## src/rtl/pipelined_prefix_adder.sv

```systemverilog
// rtl/pipelined_prefix_adder.sv - Kogge-Stone adder/subtractor, one level per stage, valid/ready stall.
// Optional macro PPA_OVERFLOW_EN adds the registered two's-complement overflow output ovf.
module pipelined_prefix_adder #(
  parameter int WIDTH = 32,
  parameter int TAG_W = 4
) (
  input  logic             clk,
  input  logic             rst_n,
  input  logic             in_valid,
  output logic             in_ready,
  input  logic [WIDTH-1:0] a,
  input  logic [WIDTH-1:0] b,
  input  logic             cin,
  input  logic             sub,
  input  logic [TAG_W-1:0] in_tag,
  output logic             out_valid,
  input  logic             out_ready,
  output logic [WIDTH-1:0] sum,
  output logic             cout,
  output logic [TAG_W-1:0] out_tag
`ifdef PPA_OVERFLOW_EN
  ,
  output logic             ovf
`endif
);

  localparam int LOG = $clog2(WIDTH);

  logic             stall;
  logic [WIDTH-1:0] b_eff;
  logic             c0;

  assign stall    = out_valid & ~out_ready;
  assign in_ready = ~stall;
  assign b_eff    = sub ? ~b : b;
  assign c0       = sub | cin;

  // Stage k holds the group generate/propagate after k prefix levels; index 0 is the input encoding.
  logic [LOG:0]                 v_q;
  logic [LOG:0]                 c0_q;
  logic [LOG:0][WIDTH-1:0]      g_q, g_d;
  logic [LOG-1:0][WIDTH-1:0]    p_q, p_d;
  logic [LOG:0][WIDTH-1:0]      a_q, b_q;
  logic [LOG:0][TAG_W-1:0]      tag_q;
  logic [WIDTH-1:0]             carry_in;

  // Carry-in is folded into bit 0's generate, so the final g is the carry out of each bit.
  assign g_d[0] = {a[WIDTH-1:1] & b_eff[WIDTH-1:1],
                   (a[0] & b_eff[0]) | ((a[0] ^ b_eff[0]) & c0)};
  assign p_d[0] = a ^ b_eff;

  genvar k, i;
  generate
    for (k = 0; k < LOG; k++) begin : g_level
      localparam int D = 1 << k;
      for (i = 0; i < WIDTH; i++) begin : g_bit
        if (i >= D) begin : g_comb
          assign g_d[k+1][i] = g_q[k][i] | (p_q[k][i] & g_q[k][i-D]);
          if (k + 1 < LOG) begin : g_prop
            assign p_d[k+1][i] = p_q[k][i] & p_q[k][i-D];
          end
        end else begin : g_pass
          assign g_d[k+1][i] = g_q[k][i];
          if (k + 1 < LOG) begin : g_prop
            assign p_d[k+1][i] = p_q[k][i];
          end
        end
      end
    end
  endgenerate

  assign carry_in = {g_q[LOG][WIDTH-2:0], c0_q[LOG]};

  always_ff @(posedge clk or negedge rst_n) begin
    if (!rst_n) begin
      v_q       <= '0;
      c0_q      <= '0;
      g_q       <= '0;
      p_q       <= '0;
      a_q       <= '0;
      b_q       <= '0;
      tag_q     <= '0;
      out_valid <= 1'b0;
      sum       <= '0;
      cout      <= 1'b0;
      out_tag   <= '0;
`ifdef PPA_OVERFLOW_EN
      ovf       <= 1'b0;
`endif
    end else if (!stall) begin
      v_q       <= {v_q[LOG-1:0], in_valid};
      c0_q      <= {c0_q[LOG-1:0], c0};
      g_q       <= g_d;
      p_q       <= p_d;
      a_q       <= {a_q[LOG-1:0], a};
      b_q       <= {b_q[LOG-1:0], b_eff};
      tag_q     <= {tag_q[LOG-1:0], in_tag};
      out_valid <= v_q[LOG];
      sum       <= a_q[LOG] ^ b_q[LOG] ^ carry_in;
      cout      <= g_q[LOG][WIDTH-1];
      out_tag   <= tag_q[LOG];
`ifdef PPA_OVERFLOW_EN
      ovf       <= g_q[LOG][WIDTH-2] ^ g_q[LOG][WIDTH-1];
`endif
    end
  end

endmodule

```

## config.mk

```make
export PLATFORM = sky130hd
export DESIGN_NAME = pipelined_prefix_adder
export DESIGN_NICKNAME = d
export VERILOG_FILES = /design/src/rtl/pipelined_prefix_adder.sv
export SDC_FILE = /design/constraint.sdc
export NUM_CORES = 2
export LEC_CHECK = 0
export CAP_MARGIN = 5
export CORE_MARGIN = 2
export CORE_UTILIZATION = 50
export CTS_BUF_LIST = sky130_fd_sc_hd__clkbuf_4
export CTS_CLUSTER_SIZE = 14
export DETAILED_ROUTE_END_ITERATION = 6
export DONT_BUFFER_PORTS = 1
export HOLD_SLACK_MARGIN = 0.15
export SLEW_MARGIN = 10
export SYNTH_ARGS = -nofsm -noshare
export SYNTH_HDL_FRONTEND = slang
export SYNTH_SLANG_ARGS = --single-unit
```

## constraint.sdc

```tcl
create_clock -name clk -period 4.64 [get_ports clk]
set_clock_uncertainty 0.15 [all_clocks]
set_input_delay 1.392 -clock clk [delete_from_list [all_inputs] [get_ports clk]]
set_output_delay 1.392 -clock clk [all_outputs]
set_load 0.03 [all_outputs]
```

; ---- Yosys cells after proc, flatten, opt, wreduce, memory -nomap -nowiden
; Index checks and enable logic that the tools add are counted.
[word_totals]
register_bits = 810
latchBits = 0
ram_bits = 0
romBits = 0
in_bits = 74
output_inout_bits = 39
word_cells = 420
mem_count = 0
[classes]
n_addsub = 0
n_mul = 0
div_mod_pow = 0
order_cmp = 0
n_eq_ne = 0
shifts = 0
mux = 1
n_bitwise = 384
n_reduce_logical = 0
[op_table]
columns = cell, n
row1 = bitwise AND 1 bit, 245
row2 = bitwise OR 1 bit, 131
row3 = bitwise XOR 32 bit, 3
row4 = two-way mux 32 bit, 1
row5 = NOT 32 bit, 1
row6 = bitwise AND 31 bit, 1
row7 = NOT 1 bit, 2
row8 = bitwise XOR 1 bit, 1

; ---- Longest topological paths before layout
[logic_depth]
word_depth = 5
mapped_depth = 8
ltp_nobuf = 4

; ---- Least setup slack after synthesis
; No wires, ideal clock.
[synth_path]
path_kind = input port to output port
startpoint = input port out_ready
endpoint = output port in_ready
t_arrival_ns = 2.064
t_required_ns = 3.098
slack_ns = 1.034
stages = 6
path_buffers = 4
path_cell_list = nor2b_4 buf_6 buf_6 inv_4 buf_6 buf_6
[synth_between]
elab_chain_len = 3
[synth_lines]
columns = item, line
row1 = from (decl), 17  ; input logic out_ready,
row2 = NOT 1 bit, 33  ; assign stall = out_valid & ~out_ready;
row3 = bitwise AND 1 bit, 33
row4 = NOT 1 bit, 34  ; assign in_ready = ~stall;
row5 = to (decl), 10  ; output logic in_ready,
; Every way passes these cells.

; ---- Worst setup path after layout
[layout_path]
startpoint = register out_valid
endpoint = output port in_ready
[layout_between]
elab_chain_len = 2
[layout_lines]
columns = item, line
row1 = from (decl), 16  ; output logic out_valid,
row2 = from (signal assigned), 98  ; out_valid <= v_q[LOG];
row3 = bitwise AND 1 bit, 33
row4 = NOT 1 bit, 34
; Every way passes these cells.

==> impl_metrics.env <==
export IMPL_cts_made_buffers=200
export IMPL_dp_cells=2980
export IMPL_p_total_uw=24700
export IMPL_portBuffers=0
export IMPL_syn_inst=2256
export IMPL_synth_main_ff_cell="dfrtp_1"
export IMPL_antenna_found_initial=3
export IMPL_grt_pass1_vias=18751
export IMPL_tightest_slew_ns=3.55
export IMPL_fin_ws_ns=0.609
export IMPL_worst_setup_path_type="reg -> out"
export IMPL_netlist_area_mm2=0.0326
export IMPL_end_kind="primary output"
export IMPL_rows=93
export IMPL_fin_cells=3328
export IMPL_die_h_um=259
export IMPL_multi_input_comb_area_mm2=0.0122
export IMPL_place_gp_congestion=0.753
export IMPL_p_sw_uw=7710
export IMPL_grt_max_degree=780
export IMPL_grtUsageTotal=0.205
export IMPL_syn_area_per_cell_um2=14.4
export IMPL_critPathRequiredTime_ns=3.10
export IMPL_synth_edf_count=0
export IMPL_setup_tns_ns=0
export IMPL_n_fill_cell=5416
export IMPL_die_w_um=259
export IMPL_pwr_density_cell_mw_per_mm2=694
export IMPL_synth_commonest_cells="dfrtp_1, mux2_2, o21ai_0"
export IMPL_yosys_warnings=0
export IMPL_leakagePower_uw=0.0159
export IMPL_cts_sinks=779
export IMPL_finalCritPeriodShare=0.869
export IMPL_grt_first_pass_wirelength_um=107000
export IMPL_rsz0062_at_grt="false"
export IMPL_synth_nets=2362
export IMPL_drc=0
export IMPL_htreeDepth=4
export IMPL_grt_overflow=0
export IMPL_cp_start_kind="register"
export IMPL_p_seq_frac=0.497
export IMPL_r2r_cells=4
export IMPL_cts_tree="built"
export IMPL_maxSlewViolCount=645
export IMPL_nets=2433
export IMPL_slew_headroom=-1.37
export IMPL_async_reset_ff_frac=1.00
export IMPL_syn_to_final_growth_pct=9.08
export IMPL_seqCellArea_mm2=0.0195
export IMPL_ir_drop_v=0.000278
export IMPL_drt_total_wl_um=66700
export IMPL_switching_share=0.313
export IMPL_pre_cts_slack_ns=0.944
export IMPL_cts_root_buf="clkbuf_4"
export IMPL_clkTransAtPathRegs_ns=0.07
export IMPL_fin_area_mm2=0.0355
export IMPL_ff2ff_setup_slack_ns=1.38
export IMPL_power_internal_uw=17000
export IMPL_drive_gt1_frac=0.359
export IMPL_firstDrtPassIters=5
export IMPL_holdWs_ns=-0.0910
export IMPL_setup_violations=0
export IMPL_post_cts_buffers=0
export IMPL_p_comb_frac=0.264
export IMPL_maxCapViolCount=0
export IMPL_die_area_mm2=0.0672
export IMPL_status="finished with violations"
export IMPL_core_mm2=0.0645
export IMPL_report_final_hold_viol_count=34
export IMPL_avgViaCountPerCell=5.41
export IMPL_worst_endpoint_arrival_ns=2.49
export IMPL_clk_latency_ns=1.03
export IMPL_clkPwrFrac=0.239
export IMPL_wl_per_cell_um=20.1
export IMPL_synth_distinct_cells=22
export IMPL_hp_class="in -> async"
export IMPL_io_pins=113
export IMPL_dp_hpwl_um=40900
export IMPL_synth_top_cell_area_share=0.598
export IMPL_clock_path_buffers=3
export IMPL_violations="negative hold slack, max-slew violations"
export IMPL_critPathMaxFanout=48
export IMPL_num_vias=17993
export IMPL_synth_most_common_cell="dfrtp_1"
export IMPL_max_freq_mhz=248
export IMPL_synth_area_leaders="dfrtp_1, mux2_2, mux2_4, nand3b_1, o21ai_0"
export IMPL_initial_core_util=0.506
export IMPL_ys_ff_latch=779
export IMPL_min_period_ns=4.03
export IMPL_ant_nets=0
export IMPL_drtIter0Drc=1432
export IMPL_yosys_area_top_type="dfrtp_1"
export IMPL_place_area_mm2=0.0330
export IMPL_synth_seq_area_share=0.598
==> stage by stage <==
step,util,hold WS [ns]
final,0.551,-0.0910
after global routing,0.551,-0.183
after CTS,0.551,-0.205
after detailed placement,0.511,0.298
after global placement,0.511,0.298
after floorplan,-,0.278
==> critical path: stages (launching register included) <==
cell and delay, ns:
dfrtp_4 0.79, nor2b_4 0.42, inv_16 0.16
==> power groups by stage <==
stage	combinational [µW]	clock [µW]	sequential [µW]
2_1_floorplan	5750	0	11400
3_3_place_gp	6410	0	12300
3_5_place_dp	6590	0	12400
4_1_cts	6630	6120	12300
5_1_grt	7100	6500	12700
6_report	6500	5910	12300
==> state kept, by name, indices dropped and copies added (netlist names), 24 cells and up <==
signal,count
b_q,192
g_d,31
g_q,130
tag_q,24
a_q,192
carry_in,31
sum,32
p_q,129
==> final cells by class <==
cell class / instances / area share
antenna: 6 / 0.000422
clock buffer: 308 / 0.0650
clock inverter: 34 / 0.00732
inverter: 2 / 0.000669
multi-input combinational: 1334 / 0.344
sequential: 779 / 0.549
tap: 855 / 0.0301
timing repair buffer: 10 / 0.00387
==> what timing repair did <==
item | CTS | global route
resized for setup | 0 | 0
endpoints found under the hold margin | 779 | 779
setup endpoints to repair | 0 | 0
==> metal layers <==
layer / GRT usage / wire, µm
met5: 0 / 0
met2: 0.309 / 31300
met3: 0.0580 / 3800
met4: 0.0805 / 1450
met1: 0.283 / 30200
==> final timing paths <==
kind,start,to
max,out_valid,in_ready
min,rst_n,out_tag[1]
max reg2reg,out_valid,b_q[56]
min reg2reg,v_q[5],out_valid
max in group asynchronous,rst_n,b_q[184]
min in group clk,v_q[5],out_valid
==> kinds of logic after synthesis <==
family,after synthesis,share of synthesized area
AND/OR/NAND/NOR,330,0.0648
buffers and inverters,143,0.0265
multiplexers,549,0.211
XOR/XNOR,64,0.0319
flip-flops,779,0.598
adder cells (fa/ha/maj),32,0.0123
AO/OA/AOI/OAI,359,0.0552
==> cell usage in the layout, fill, tap and decap left out <==
cell        count
ha_1           32
nand2_1        98
clkinvlp_4      2
nand2b_1        1
clkinv_4        2
nor3b_1         2
buf_4           5
nand3b_1      227
xor2_1         32
o21ai_0       228
dfrtp_1       778
inv_1           1
bufinv_16       3
diode_2         6
clkinv_1       18
xor3_1         32
a21oi_1       130
nor2b_4         1
buf_12          5
clkbuf_4      308
dfrtp_4         1
clkinv_2        1
a31oi_1         1
nor2_1          1
inv_16          1
inv_2           1
inv_6           7
mux2_2        363
mux2_4        186
Note: power is estimated with default switching activity, not from simulation.
